[config.mk]
export PLATFORM = sky130hd
export DESIGN_NAME = zkbdmus_seq_flat
export DESIGN_NICKNAME = d
export VERILOG_FILES = /design/src/rtl/zkbdmus_pkg.sv /design/src/rtl/zkbdmus_seq_if.sv /design/src/rtl/zkbdmus_rxpkt.sv /design/src/rtl/zkbdmus_seq.sv /design/src/flat_wrapper.sv
export SDC_FILE = /design/constraint.sdc
export NUM_CORES = 1
export LEC_CHECK = 0
export ABC_CLOCK_PERIOD_IN_PS = 11200
export CAP_MARGIN = 25
export CORE_UTILIZATION = 55
export DETAILED_ROUTE_END_ITERATION = 12
export PLACE_DENSITY = 0.73
export SYNTH_ARGS = -nofsm -noshare
export SYNTH_HDL_FRONTEND = slang
export SYNTH_SLANG_ARGS = --single-unit
[constraint.sdc]
create_clock -name fclk -period 11.2 [get_ports fclk]
set_input_delay 2.24 -clock fclk [delete_from_list [all_inputs] [get_ports fclk]]
set_output_delay 2.24 -clock fclk [all_outputs]
set_load 0.01 [all_outputs]
[src/rtl/zkbdmus_pkg.sv]
// Shared definitions for the keyboard/mouse packet sequencer: entry map,
// FSM encoding and the packet payload type.
package zkbdmus_pkg;

    localparam int NENT_MAX = 9;

    localparam logic [3:0] IDX_KBD0 = 4'd0;
    localparam logic [3:0] IDX_KBD1 = 4'd1;
    localparam logic [3:0] IDX_KBD2 = 4'd2;
    localparam logic [3:0] IDX_KBD3 = 4'd3;
    localparam logic [3:0] IDX_KBD4 = 4'd4;
    localparam logic [3:0] IDX_MX   = 4'd5;
    localparam logic [3:0] IDX_MY   = 4'd6;
    localparam logic [3:0] IDX_BTN  = 4'd7;
    localparam logic [3:0] IDX_KJ   = 4'd8;

    typedef enum logic [1:0] {
        IDLE  = 2'd0,
        ARMED = 2'd1,
        RUN   = 2'd2
    } seq_state_t;

    typedef logic [NENT_MAX-1:0][7:0] payload_t;

    // The Kempston byte is the optional last entry of the packet.
    function automatic logic [3:0] entry_count(input bit kj_en);
        return kj_en ? 4'd9 : 4'd8;
    endfunction

endpackage

[src/rtl/zkbdmus_seq_if.sv]
// Byte-stream input and port-data register strobe bundle of the sequencer.
interface zkbdmus_seq_if;

    logic       spi_stb;
    logic       spi_start;
    logic [7:0] spi_data;
    logic       commit_req;
    logic       hold;

    logic [7:0] kbd_in;
    logic [2:0] kbd_in_sel;
    logic       kbd_stb;
    logic [7:0] mus_in;
    logic       mus_xstb;
    logic       mus_ystb;
    logic       mus_btnstb;
    logic       kj_stb;
    logic       busy;
    logic       overrun;

    modport master (
        output spi_stb, spi_start, spi_data, commit_req, hold,
        input  kbd_in, kbd_in_sel, kbd_stb, mus_in, mus_xstb, mus_ystb,
               mus_btnstb, kj_stb, busy, overrun
    );

    modport slave (
        input  spi_stb, spi_start, spi_data, commit_req, hold,
        output kbd_in, kbd_in_sel, kbd_stb, mus_in, mus_xstb, mus_ystb,
               mus_btnstb, kj_stb, busy, overrun
    );

endinterface

[src/rtl/zkbdmus_rxpkt.sv]
// Packet receiver: collects SPI bytes into the rx buffer and pulses pkt_done
// for one cycle while the buffer holds a complete packet.
module zkbdmus_rxpkt
    import zkbdmus_pkg::*;
#(
    parameter logic [3:0] NENT = 4'd9
) (
    input  logic     fclk,
    input  logic     rst,
    input  logic     spi_stb,
    input  logic     spi_start,
    input  logic [7:0] spi_data,
    output logic     pkt_done,
    output payload_t pkt_data
);

    logic [3:0] cnt;

    // A start byte always restarts at entry 0; cnt == 0 or NENT drops bytes
    // until the next start. pkt_data is stable during the done cycle because
    // any new start byte lands one edge later.
    always_ff @(posedge fclk or posedge rst) begin
        if (rst) begin
            cnt      <= 4'd0;
            pkt_data <= '0;
            pkt_done <= 1'b0;
        end else begin
            pkt_done <= 1'b0;
            if (spi_stb) begin
                if (spi_start) begin
                    pkt_data[0] <= spi_data;
                    cnt         <= 4'd1;
                end else if (cnt != 4'd0 && cnt < NENT) begin
                    pkt_data[cnt] <= spi_data;
                    cnt           <= cnt + 4'd1;
                    if (cnt == NENT - 4'd1)
                        pkt_done <= 1'b1;
                end
            end
        end
    end

endmodule

[src/rtl/zkbdmus_seq.sv]
// Keyboard/mouse snapshot sequencer: buffers a received packet and, at a frame
// boundary, strobes only the changed entries into the port-data registers.
module zkbdmus_seq
    import zkbdmus_pkg::*;
#(
    parameter bit AUTO_COMMIT = 1'b0,
    parameter bit KJ_EN       = 1'b1
) (
    input  logic          fclk,
    input  logic          rst,
    zkbdmus_seq_if.slave  bus
);

    localparam logic [3:0] NENT = entry_count(KJ_EN);
    localparam logic [3:0] LAST = NENT - 4'd1;

    seq_state_t state, state_nx;
    logic [3:0] idx, idx_nx;

    payload_t pkt, pend, committed;
    logic     pkt_done;
    logic [NENT_MAX-1:0] dirty;
    logic     valid, pending, commit_latch, overrun_q;
    logic     start_walk, walk_step, walk_end;

    logic [7:0] kbd_in_q, kbd_in_nx, mus_in_q, mus_in_nx;
    logic [2:0] sel_q, sel_nx;
    logic       kbd_stb_q, kbd_stb_nx;
    logic       xstb_q, xstb_nx, ystb_q, ystb_nx;
    logic       btnstb_q, btnstb_nx, kjstb_q, kjstb_nx;
    logic       busy_q;

    zkbdmus_rxpkt #(.NENT(NENT)) u_rx (
        .fclk      (fclk),
        .rst       (rst),
        .spi_stb   (bus.spi_stb),
        .spi_start (bus.spi_start),
        .spi_data  (bus.spi_data),
        .pkt_done  (pkt_done),
        .pkt_data  (pkt)
    );

    // Snapshot storage. A packet finishing during a walk would tear the
    // snapshot being written out, so it is dropped and flagged instead.
    always_ff @(posedge fclk or posedge rst) begin
        if (rst) begin
            pend         <= '0;
            committed    <= '0;
            dirty        <= '0;
            valid        <= 1'b0;
            pending      <= 1'b0;
            commit_latch <= 1'b0;
            overrun_q    <= 1'b0;
        end else begin
            if (pkt_done) begin
                if (state == RUN) begin
                    overrun_q <= 1'b1;
                end else begin
                    pend    <= pkt;
                    pending <= 1'b1;
                    for (int k = 0; k < NENT_MAX; k++)
                        dirty[k] <= (pkt[k] != committed[k]) || !valid;
                end
            end
            if (walk_end) begin
                committed <= pend;
                valid     <= 1'b1;
                pending   <= 1'b0;
            end
            if (start_walk)
                commit_latch <= 1'b0;
            else if (state == ARMED && bus.commit_req && bus.hold)
                commit_latch <= 1'b1;
        end
    end

    // FSM and strobe register; busy follows the state one cycle late so it
    // lines up with the registered strobes.
    always_ff @(posedge fclk or posedge rst) begin
        if (rst) begin
            state     <= IDLE;
            idx       <= 4'd0;
            kbd_in_q  <= 8'd0;
            sel_q     <= 3'd0;
            mus_in_q  <= 8'd0;
            kbd_stb_q <= 1'b0;
            xstb_q    <= 1'b0;
            ystb_q    <= 1'b0;
            btnstb_q  <= 1'b0;
            kjstb_q   <= 1'b0;
            busy_q    <= 1'b0;
        end else begin
            state     <= state_nx;
            idx       <= idx_nx;
            kbd_in_q  <= kbd_in_nx;
            sel_q     <= sel_nx;
            mus_in_q  <= mus_in_nx;
            kbd_stb_q <= kbd_stb_nx;
            xstb_q    <= xstb_nx;
            ystb_q    <= ystb_nx;
            btnstb_q  <= btnstb_nx;
            kjstb_q   <= kjstb_nx;
            busy_q    <= (state == RUN);
        end
    end

    always_comb begin
        state_nx   = state;
        idx_nx     = idx;
        start_walk = 1'b0;
        walk_step  = 1'b0;
        walk_end   = 1'b0;
        kbd_in_nx  = kbd_in_q;
        sel_nx     = sel_q;
        mus_in_nx  = mus_in_q;
        kbd_stb_nx = 1'b0;
        xstb_nx    = 1'b0;
        ystb_nx    = 1'b0;
        btnstb_nx  = 1'b0;
        kjstb_nx   = 1'b0;

        case (state)
            IDLE: begin
                if (pending || pkt_done)
                    state_nx = ARMED;
            end
            ARMED: begin
                if ((bus.commit_req || commit_latch || AUTO_COMMIT) && !bus.hold) begin
                    state_nx   = RUN;
                    idx_nx     = 4'd0;
                    start_walk = 1'b1;
                end
            end
            RUN: begin
                if (!bus.hold) begin
                    walk_step = 1'b1;
                    if (idx == LAST) begin
                        walk_end = 1'b1;
                        state_nx = IDLE;
                        idx_nx   = 4'd0;
                    end else begin
                        idx_nx = idx + 4'd1;
                    end
                end
            end
            default: state_nx = IDLE;
        endcase

        if (walk_step && dirty[idx]) begin
            case (idx)
                IDX_KBD0, IDX_KBD1, IDX_KBD2, IDX_KBD3, IDX_KBD4: begin
                    kbd_stb_nx = 1'b1;
                    kbd_in_nx  = pend[idx];
                    sel_nx     = idx[2:0];
                end
                IDX_MX: begin
                    xstb_nx   = 1'b1;
                    mus_in_nx = pend[idx];
                end
                IDX_MY: begin
                    ystb_nx   = 1'b1;
                    mus_in_nx = pend[idx];
                end
                IDX_BTN: begin
                    btnstb_nx = 1'b1;
                    mus_in_nx = pend[idx];
                end
                IDX_KJ: begin
                    kjstb_nx  = KJ_EN;
                    mus_in_nx = pend[idx];
                end
                default: ;
            endcase
        end
    end

    assign bus.kbd_in     = kbd_in_q;
    assign bus.kbd_in_sel = sel_q;
    assign bus.kbd_stb    = kbd_stb_q;
    assign bus.mus_in     = mus_in_q;
    assign bus.mus_xstb   = xstb_q;
    assign bus.mus_ystb   = ystb_q;
    assign bus.mus_btnstb = btnstb_q;
    assign bus.kj_stb     = kjstb_q;
    assign bus.busy       = busy_q;
    assign bus.overrun    = overrun_q;

endmodule

[src/flat_wrapper.sv]
// flat-port wrapper written by rule: the top's interface ports become plain ports
module zkbdmus_seq_flat import zkbdmus_pkg::*;
#(
    parameter bit AUTO_COMMIT = 1'b0,
    parameter bit KJ_EN       = 1'b1
)
  (fclk, rst, bus_spi_stb, bus_spi_start, bus_spi_data, bus_commit_req, bus_hold, bus_kbd_in, bus_kbd_in_sel, bus_kbd_stb, bus_mus_in, bus_mus_xstb, bus_mus_ystb, bus_mus_btnstb, bus_kj_stb, bus_busy, bus_overrun);
  zkbdmus_seq_if bus_i ();
  input  logic fclk;
  input  logic rst;
  input wire logic [$bits(bus_i.spi_stb)-1:0] bus_spi_stb;
  input wire logic [$bits(bus_i.spi_start)-1:0] bus_spi_start;
  input wire logic [$bits(bus_i.spi_data)-1:0] bus_spi_data;
  input wire logic [$bits(bus_i.commit_req)-1:0] bus_commit_req;
  input wire logic [$bits(bus_i.hold)-1:0] bus_hold;
  output wire logic [$bits(bus_i.kbd_in)-1:0] bus_kbd_in;
  output wire logic [$bits(bus_i.kbd_in_sel)-1:0] bus_kbd_in_sel;
  output wire logic [$bits(bus_i.kbd_stb)-1:0] bus_kbd_stb;
  output wire logic [$bits(bus_i.mus_in)-1:0] bus_mus_in;
  output wire logic [$bits(bus_i.mus_xstb)-1:0] bus_mus_xstb;
  output wire logic [$bits(bus_i.mus_ystb)-1:0] bus_mus_ystb;
  output wire logic [$bits(bus_i.mus_btnstb)-1:0] bus_mus_btnstb;
  output wire logic [$bits(bus_i.kj_stb)-1:0] bus_kj_stb;
  output wire logic [$bits(bus_i.busy)-1:0] bus_busy;
  output wire logic [$bits(bus_i.overrun)-1:0] bus_overrun;
  assign bus_i.spi_stb = bus_spi_stb;
  assign bus_i.spi_start = bus_spi_start;
  assign bus_i.spi_data = bus_spi_data;
  assign bus_i.commit_req = bus_commit_req;
  assign bus_i.hold = bus_hold;
  assign bus_kbd_in = bus_i.kbd_in;
  assign bus_kbd_in_sel = bus_i.kbd_in_sel;
  assign bus_kbd_stb = bus_i.kbd_stb;
  assign bus_mus_in = bus_i.mus_in;
  assign bus_mus_xstb = bus_i.mus_xstb;
  assign bus_mus_ystb = bus_i.mus_ystb;
  assign bus_mus_btnstb = bus_i.mus_btnstb;
  assign bus_kj_stb = bus_i.kj_stb;
  assign bus_busy = bus_i.busy;
  assign bus_overrun = bus_i.overrun;
  zkbdmus_seq #(.AUTO_COMMIT(AUTO_COMMIT), .KJ_EN(KJ_EN)) u_core (.fclk(fclk), .rst(rst), .bus(bus_i));
endmodule
**After elaboration in Yosys (flattened, before gate mapping)**

Index checks and enable logic that the tools add are counted.
Widths: inputs -> output; s select.

- Bitwise operators: 2
- Reductions and logical operators: 37
- Muxes and demuxes: 45
- Order comparisons: 4
- Equality and inequality tests: 25
- Add/sub/neg operators: 2

Operator list:

| operator | count |
|---|---|
| $bwmux 72 | 1 |
| $ne 8x8->1 | 9 |
| $bmux 8 s4 | 1 |
| $demux 8 s4 | 1 |
| $mux 8 | 4 |
| $mux 1 | 26 |
| $mux 4 | 5 |
| $eq 4x3->1 const B | 4 |
| $reduce_and 2->1 | 6 |
| $logic_or 1x1->1 | 11 |
| $lt 4x5->1 const B | 2 |
| $add 4x1->4 const B | 2 |
| $eq 4x2->1 const B | 2 |
| $eq 4x4->1 const B | 2 |
| $mux 2 | 4 |
| $pmux 4 s2 | 1 |
| $reduce_bool 2->1 | 4 |
| $logic_and 1x1->1 | 6 |
| $ne 2x2->1 const B | 3 |
| $pmux 2 s3 | 1 |
| $reduce_and 3->1 | 2 |
| $reduce_or 5->1 | 1 |
| $bmux 1 s4 | 1 |
| $eq 4x1->1 const B | 1 |
| 12 further kinds | 15 |

- Output and inout port bits: 26
- Register bits: 265
- Word-level logic and storage cells: 160
- Input port bits: 14

**Depth between registers and ports, before layout**

Gate-level depths: netlist of run 1.

- Depth in word-level cells: 7
- Depth in mapped cells: 9
- Depth with buffers taken out: 7

**Modules after synthesis**

A second synthesis of run 1 with hierarchy kept.

- Cells, all modules: 848
- Area, all modules: 11707.5 sq um

Modules (own cells, without submodules):

| module | sequential area each (sq um) | area each (sq um) | cells an instance | instances |
|---|---|---|---|---|
| zkbdmus_seq | 4704.5 | 8678.3 | 660 | 1 |
| zkbdmus_rxpkt | 1926.8 | 3029.2 | 188 | 1 |

**Least setup slack after synthesis of run 1**

OpenSTA, ideal clock, no wires.

- Path type: in2reg
- From: input bus_spi_stb
- To: register u_core.u_rx.pkt_data[15] (netlist bit)
- Buffers on the path: 1
- Setup time: 0.128 ns
- Path slack: 7.518 ns
- Arrival: 3.554 ns
- Stages: 6
- Required time: 11.072 ns
- Path through: clkbuf_1 nor2b_1 nor2b_1 nor3b_2 nand2_1 mux2_1

- Longest elaborated chain between the ends: 1

Ends and longest elaborated chain:

| item | RTL line | RTL |
|---|---|---|
| from (decl) | flat_wrapper.sv:11 | `input wire logic [$bits(bus_i.spi_stb)-1:0] bus_spi_stb;` |
| $reduce_and 3->1 (no line) | - |  |
| to (signal, indexed assignment) | zkbdmus_rxpkt.sv:34 | `pkt_data[cnt] <= spi_data;` |
| to (decl) | zkbdmus_rxpkt.sv:14 | `output payload_t pkt_data` |

No other way between the ends.
A chain may end at the register's enable or synchronous reset.

**Worst setup path in the final report of run 1**

- From: input bus_hold
- To: register u_core.sel_q[2], in the netlist u_core.bus.kbd_in_sel[2]

- Longest elaborated chain between the ends: 4

Ends and longest elaborated chain:

| item | RTL line | RTL |
|---|---|---|
| from (decl) | flat_wrapper.sv:15 | `input wire logic [$bits(bus_i.hold)-1:0] bus_hold;` |
| $mux 1 | zkbdmus_seq.sv:135 | `if (!bus.hold) begin` |
| $mux 1 | zkbdmus_seq.sv:122 | `case (state)` |
| $logic_and 1x1->1 | zkbdmus_seq.sv:149 | `if (walk_step && dirty[idx]) begin` |
| $reduce_and 2->1 (no line) | - |  |
| to (signal assigned) | zkbdmus_seq.sv:96 | `sel_q <= sel_nx;` |
| to (decl) | zkbdmus_seq.sv:27 | `logic [2:0] sel_q, sel_nx;` |

No other way between the ends.

==> results of run 1 <==
[report_power, final]
part / switching (W) / total [W] / internal [W]
Clock: 0.000354 / 0.000888 / 0.000534
Sequential: 0.000135 / 0.00125 / 0.00111
Combinational: 0.000283 / 0.000558 / 0.000275
Total: 0.000772 / 0.00269 / 0.00192
[cell families (layout without fill, tap and decap cells)]
logic type / after synthesis / after routing / synth area share
muxes: 271 / 271 / 0.258
DFF: 265 / 265 / 0.571
and+or+nand+nor: 84 / 84 / 0.0422
AOI/OAI and AO/OA: 74 / 74 / 0.0435
xor gates and xnor gates: 73 / 73 / 0.0550
buffers and inverters: 58 / 119 / 0.0223
adders and majority gates: 8 / 8 / 0.00861
[cell type report]
cell class | count | share of cell area
inverters | 21 | 0.00654
multi-input cells | 510 | 0.359
repair buffers | 49 | 0.0398
flip-flops and latches | 265 | 0.502
clock inverters | 8 | 0.00682
clock buffers | 41 | 0.0604
well taps | 270 | 0.0256
[worst max-delay path, stage by stage]
cell and delay (ns):
clkdlybuf4s50_1 0.49, nor3b_1 0.48, o211a_4 0.27, nor3b_4 0.63
mux2_2 0.41
[sequential cells by signal, summed over array words and instances (netlist names)]
signal                 flops
u_core.u_rx.cnt            4
u_core.u_rx.pkt_data      72
u_core.bus.kbd_stb         1
u_core.bus.kbd_in          8
u_core.bus.kbd_in_sel      3
u_core.bus.mus_ystb        1
u_core.pend               72
u_core.idx                 4
u_core.bus.mus_in          8
u_core.committed          72
u_core.bus.busy            1
u_core.bus.mus_btnstb      1
u_core.bus.kj_stb          1
u_core.bus.mus_xstb        1
u_core.pending             1
u_core.dirty               9
u_core.u_rx.pkt_done       1
u_core.state               2
u_core.valid               1
u_core.commit_latch        1
u_core.bus.overrun         1
[metrics by stage]
step	cell area, µm²	instances
2_1_floorplan	11600	833
3_3_place_gp	12200	1112
3_5_place_dp	12300	1113
4_1_cts	13200	1162
5_1_grt	13200	1164
6_report	13200	1164
[per-layer routing]
| layer | vias up | GRT usage |
|---|---|---|
| met5 | - | 0 |
| li1 | 3057 | - |
| met4 | 0 | 0.0660 |
| met2 | 168 | 0.398 |
| met3 | 39 | 0.0339 |
| met1 | 3566 | 0.356 |
[placed cells by master (no fill, tap or decap), types with 4 or more instances in the layout]
cell	Yosys	routed
inv_1	21	20
o221ai_1	7	7
clkbuf_1	14	7
xnor2_1	34	34
nor2b_1	5	5
clkbuf_8	0	7
xor2_1	39	39
nand2b_1	4	4
dfrtp_1	265	265
o2bb2ai_1	7	7
nand3_1	4	4
o21ai_0	28	28
buf_4	1	7
nand4_1	7	7
and2_1	4	4
nand2_1	22	20
nor4_1	12	12
nor2_1	4	4
a31oi_1	6	6
clkinv_2	0	6
ha_1	8	8
and3_1	5	5
clkdlybuf4s50_1	0	39
a21oi_1	6	6
mux2i_1	50	50
nand3b_1	7	7
a21o_1	7	7
clkbuf_16	0	27
mux2_2	218	218
[how the worst max path moves through the flow]
stage | slack (ns) | start | endpoint | depth (start not counted)
after floorplan | 1.66 | rst | u_core.bus.busy$_DFF_PP0_ | 1
after global placement | 6.62 | bus_hold | u_core.bus.kbd_in[7]$_DFFE_PP0P_ | 5
after detailed placement | 6.51 | bus_hold | u_core.bus.kbd_in_sel[2]$_DFFE_PP0P_ | 5
after CTS | 7.06 | bus_hold | u_core.bus.kbd_in_sel[2]$_DFFE_PP0P_ | 5
after global routing | 6.94 | bus_hold | u_core.bus.kbd_in[7]$_DFFE_PP0P_ | 5
final | 7.08 | bus_hold | u_core.bus.kbd_in_sel[2]$_DFFE_PP0P_ | 5
==> results_dict.tcl, run 1 <==
set metrics [dict create \
    start_util 0.567 \
    post_cts_resized 0 \
    synth-seq-area-share 0.571 \
    yosysMostFrequentCell "dfrtp_1" \
    cap_violations 0 \
    drc 0 \
    crit_arrival_ns 4.53 \
    cts_hold_buf 0 \
    grt_pass1_wl_mm 41.0 \
    gp_congestion 0.820 \
    synth_area_per_cell_um2 14.0 \
    multi_input_area_mm2 0.00474 \
    layout.nets 896 \
    drtAntennaViolNets 0 \
    holdPathEnd "u_core.dirty[8]$_DFFE_PP0P_" \
    post-route-util 0.644 \
    vias 6830 \
    finalCritPeriodShare 0.368 \
    rsz0062_at_grt "false" \
    hold_viol_final 0 \
    clock-sinks 265 \
    first_iter_violations 368 \
    drt-wirelength-per-cell_um 22.2 \
    top_layer "met4" \
    timing.final.ws_setup_ns 7.08 \
    cp_max_fo 12 \
    powerDensity_mw_per_mm2 204 \
    clkLatencyLatePin_ns 0.53 \
    die-area_mm2 0.0217 \
    clk_pin_slew_ns 0.06 \
    synthCells 833 \
    holdWs_ns 0.481 \
    rows 52 \
    ff_latch_area_mm2 0.00663 \
    met3WireLength_mm 1.12 \
    max_freq_ghz 0.243 \
    total_power_w 0.00269 \
    nFillCells 1471 \
    portBuffers 39 \
    dp_slack_ns 6.51 \
    synthTopCellsByArea "dfrtp_1 (57%), mux2_2 (21%), mux2i_1 (4.3%)" \
    required_ns 11.61 \
    crit_type "in -> reg" \
    drive_gt1_frac 0.313 \
    antenna_found_initial 0 \
    grt.overflow.total 0 \
    yosysTopAreaCellShare 0.571 \
    wl_mm 25.8 \
    synthTopCellsByCount "dfrtp_1 (265), mux2_2 (218), mux2i_1 (50)" \
    worst_hold_startpoint "u_core.dirty[8]$_DFFE_PP0P_" \
    yosysWarnings 0 \
    cts_buffer_depth 3 \
    min_path_type "reg -> reg" \
    htreeDepth 1 \
    antenna_cells 0 \
    r2r_cells 5 \
    setup_tns_ns 0 \
    first_pass_iters 5 \
    clock_skew_ns 0.00887 \
    synth_top_flop_cell "dfrtp_1" \
    setup_viol 0 \
    synth_seq_cells 265 \
    r2r-start "u_core.idx[3]$_DFFE_PP0P_" \
    startpoint_type "primary input" \
    synth_area_mm2 0.0116 \
    outcome "finished clean" \
    die_h_um 147 \
    synth_enable_flop_cells 0 \
    max-vdd-ir-drop_v 0.000175 \
    synth_area_leader_cell "dfrtp_1" \
    p_leak_nw 6.50 \
    die_x_um 147 \
    fin_crit_ns 4.12 \
    min_path_cells 1 \
    grt_pass1_vias 7143 \
    dp.final_hpwl_mm 16.4 \
    cts_root_buf "clkbuf_16" \
    ios 40 \
    area_delta_synth_final_pct 13.6 \
    r2r-end "u_core.bus.kbd_in_sel[2]$_DFFE_PP0P_" \
    end_kind "register" \
    async_reset_ff_frac 1.00 \
    wl_met2_mm 12.3 \
    slew_headroom 0.389 \
    cts_setup_buffers 0 \
    core_area_mm2 0.0205 \
    vias_per_cell 5.87 \
    cts_tree "yes" \
    grt_max_degree 102 \
    rrSetupSlack_ns 8.18 \
    worst_pin_slew_ns 0.917 \
    wl_met1_mm 11.9 \
    cts_buffers 27 \
    syn_nets 855 \
    synth_cell_type_count 49 \
    grtUsageTotal 0.248 \
    slew_violations 0 \
]
(Power assumes the default switching activity.)
==> run 2, diff against run 1 <==
Settings changed: ABC_CLOCK_PERIOD_IN_PS 11200 to 3880.
Clock period 11.2 ns to 3.88 ns, I/O delays scaled along.
==> run 2 against run 1 <==
Utilization about the same. Cell area about the same. Global-route usage fell by 0.089 points. Clock-buffer cell count up 3. Power increased to 2.9 times the previous value. Register-to-register slack worse by 7.1 ns. Highest routed layer unchanged. Largest power group unchanged. Flip-flop and latch count unchanged. Critical path type is now reg -> reg. Worst hold slack got worse by 0.0073 ns. Final cell count increased by 0.17%. Clock power grew to 2.8 times the previous value.
==> results_dict.tcl, run 2 (same netlist as run 1, synthesis figures left out) <==
set metrics [dict create \
    r2r-end "u_core.bus.kbd_in_sel[2]$_DFFE_PP0P_" \
    clkLatencyLatePin_ns 0.52 \
    grt_pass1_wl_mm 41.1 \
    post-route-util 0.644 \
    crit_arrival_ns 3.16 \
    clk_pin_slew_ns 0.06 \
    fin_crit_ns 2.76 \
    rsz0062_at_grt "false" \
    slew_headroom 0.414 \
    clock_skew_ns 0.0111 \
    wl_mm 25.4 \
    rows 52 \
    start_util 0.567 \
    crit_type "reg -> reg" \
    die_h_um 147 \
    startpoint_type "register" \
    crit_chain "buf_4, or2_1, o221ai_2, o211a_4, nor3b_4, mux2_2" \
    cts_root_buf "clkbuf_16" \
    setup_tns_ns 0 \
    antenna_found_initial 0 \
    setup_viol 0 \
    required_ns 4.28 \
    clock-sinks 265 \
    cts_buffers 27 \
    r2r-start "u_core.idx[2]$_DFFE_PP0P_" \
    top_regs "u_core.committed x72, u_core.pend x72, u_core.u_rx.pkt_data x72" \
    fin_area_mm2 0.0132 \
    outcome "finished clean" \
    max_freq_ghz 0.363 \
    final_common_cell "dfrtp_1" \
    vias 6898 \
    dp.final_hpwl_mm 16.5 \
    first_iter_violations 332 \
    end_kind "register" \
    ios 40 \
    gp_congestion 0.808 \
    portBuffers 39 \
    r2r_cells 6 \
    worst_pin_slew_ns 0.880 \
    cts_tree "yes" \
    timing.final.ws_setup_ns 1.12 \
    powerDensity_mw_per_mm2 585 \
    layout.nets 900 \
    die-area_mm2 0.0217 \
    cap_violations 0 \
    htreeDepth 1 \
    grt_pass1_vias 7274 \
    cp_slowest_cell "nor3b_4" \
    grtUsageTotal 0.247 \
    grt_max_degree 109 \
    slew_violations 0 \
    antenna_cells 0 \
    area_delta_synth_final_pct 13.6 \
    post_cts_resized 0 \
    first_pass_iters 5 \
    dp_slack_ns 0.702 \
    drtAntennaViolNets 0 \
    die_x_um 147 \
    vias_per_cell 5.92 \
    max-vdd-ir-drop_v 0.000281 \
    cts_buffer_depth 3 \
    rrSetupSlack_ns 1.12 \
    placedInstanceArea_mm2 0.0123 \
    cp_max_fo 22 \
    drive_gt1_frac 0.313 \
    hold_viol_final 0 \
    drt-wirelength-per-cell_um 21.8 \
    cts_setup_buffers 0 \
    min_path_type "reg -> reg" \
    finalCritPeriodShare 0.710 \
    mostFrequentLayoutCells "dfrtp_1 (265), mux2_2 (218), mux2i_1 (50)" \
    cts_hold_buf 0 \
    max_stage_delay_ns 0.51 \
    holdPathEnd "u_core.bus.overrun$_DFFE_PP0P_" \
    min_path_cells 1 \
    drc 0 \
    core_area_mm2 0.0205 \
    p_leak_nw 6.51 \
    grt.overflow.total 0 \
    worst_hold_startpoint "u_core.bus.overrun$_DFFE_PP0P_" \
]
[run 2: worst max-delay path by stage]
stage | start | end | slack [ns] | cells past startpoint
final | u_core.idx[2]$_DFFE_PP0P_ | u_core.bus.kbd_in_sel[2]$_DFFE_PP0P_ | 1.12 | 6
after global routing | u_core.idx[2]$_DFFE_PP0P_ | u_core.bus.kbd_in[5]$_DFFE_PP0P_ | 1.05 | 7
after CTS | u_core.idx[2]$_DFFE_PP0P_ | u_core.bus.kbd_in_sel[2]$_DFFE_PP0P_ | 1.14 | 6
after detailed placement | bus_hold | u_core.bus.kbd_in_sel[2]$_DFFE_PP0P_ | 0.70 | 5
after global placement | bus_hold | u_core.bus.kbd_in[7]$_DFFE_PP0P_ | 0.80 | 5
after floorplan | rst | u_core.bus.busy$_DFF_PP0_ | -0.39 | 1
[run 2: worst max-delay path: cells and delay by family (launching register included)]
| family | cells | cell delay, ns |
|---|---|---|
| and+or+nand+nor | 2 | 0.98 |
| AOI/OAI and AO/OA | 2 | 0.63 |
| muxes | 1 | 0.40 |
| DFF | 1 | 0.38 |
| buffers and inverters | 1 | 0.23 |
[run 2: report_power, final]
part,total [W],internal (W),leakage (nW),switching [W]
registers,0.00359,0.00321,3.56,0.000380
logic,0.00163,0.000801,2.53,0.000829
clock network,0.00250,0.00149,0.423,0.00101
total,0.00773,0.00551,6.51,0.00222
[run 2: area by class of cell]
class	instances	area (µm²)
fillers	1472	7300
flip-flops and latches	265	6630
multi-input cells	510	4750
clock buffers	44	820
repair buffers	53	541
well taps	270	338
inverters	21	82.6
clock inverters	3	40.0
[run 2: routing by layer]
| metal | track usage | vias to the layer above | routed length (µm) |
|---|---|---|---|
| li1 | - | 3059 | - |
| met1 | 0.355 | 3616 | 11600 |
| met2 | 0.392 | 176 | 11900 |
| met3 | 0.0267 | 47 | 1050 |
| met4 | 0.0866 | 0 | 779 |
| met5 | 0 | - | 0 |
[run 2: through the flow]
stage / power (W) / hold WS, ns / cells
after floorplan: 0.00468 / 0.442 / 833
after global placement: 0.00516 / 0.446 / 1118
after detailed placement: 0.00526 / 0.461 / 1118
after CTS: 0.00777 / 0.479 / 1165
after global routing: 0.00809 / 0.499 / 1166
final: 0.00773 / 0.474 / 1166
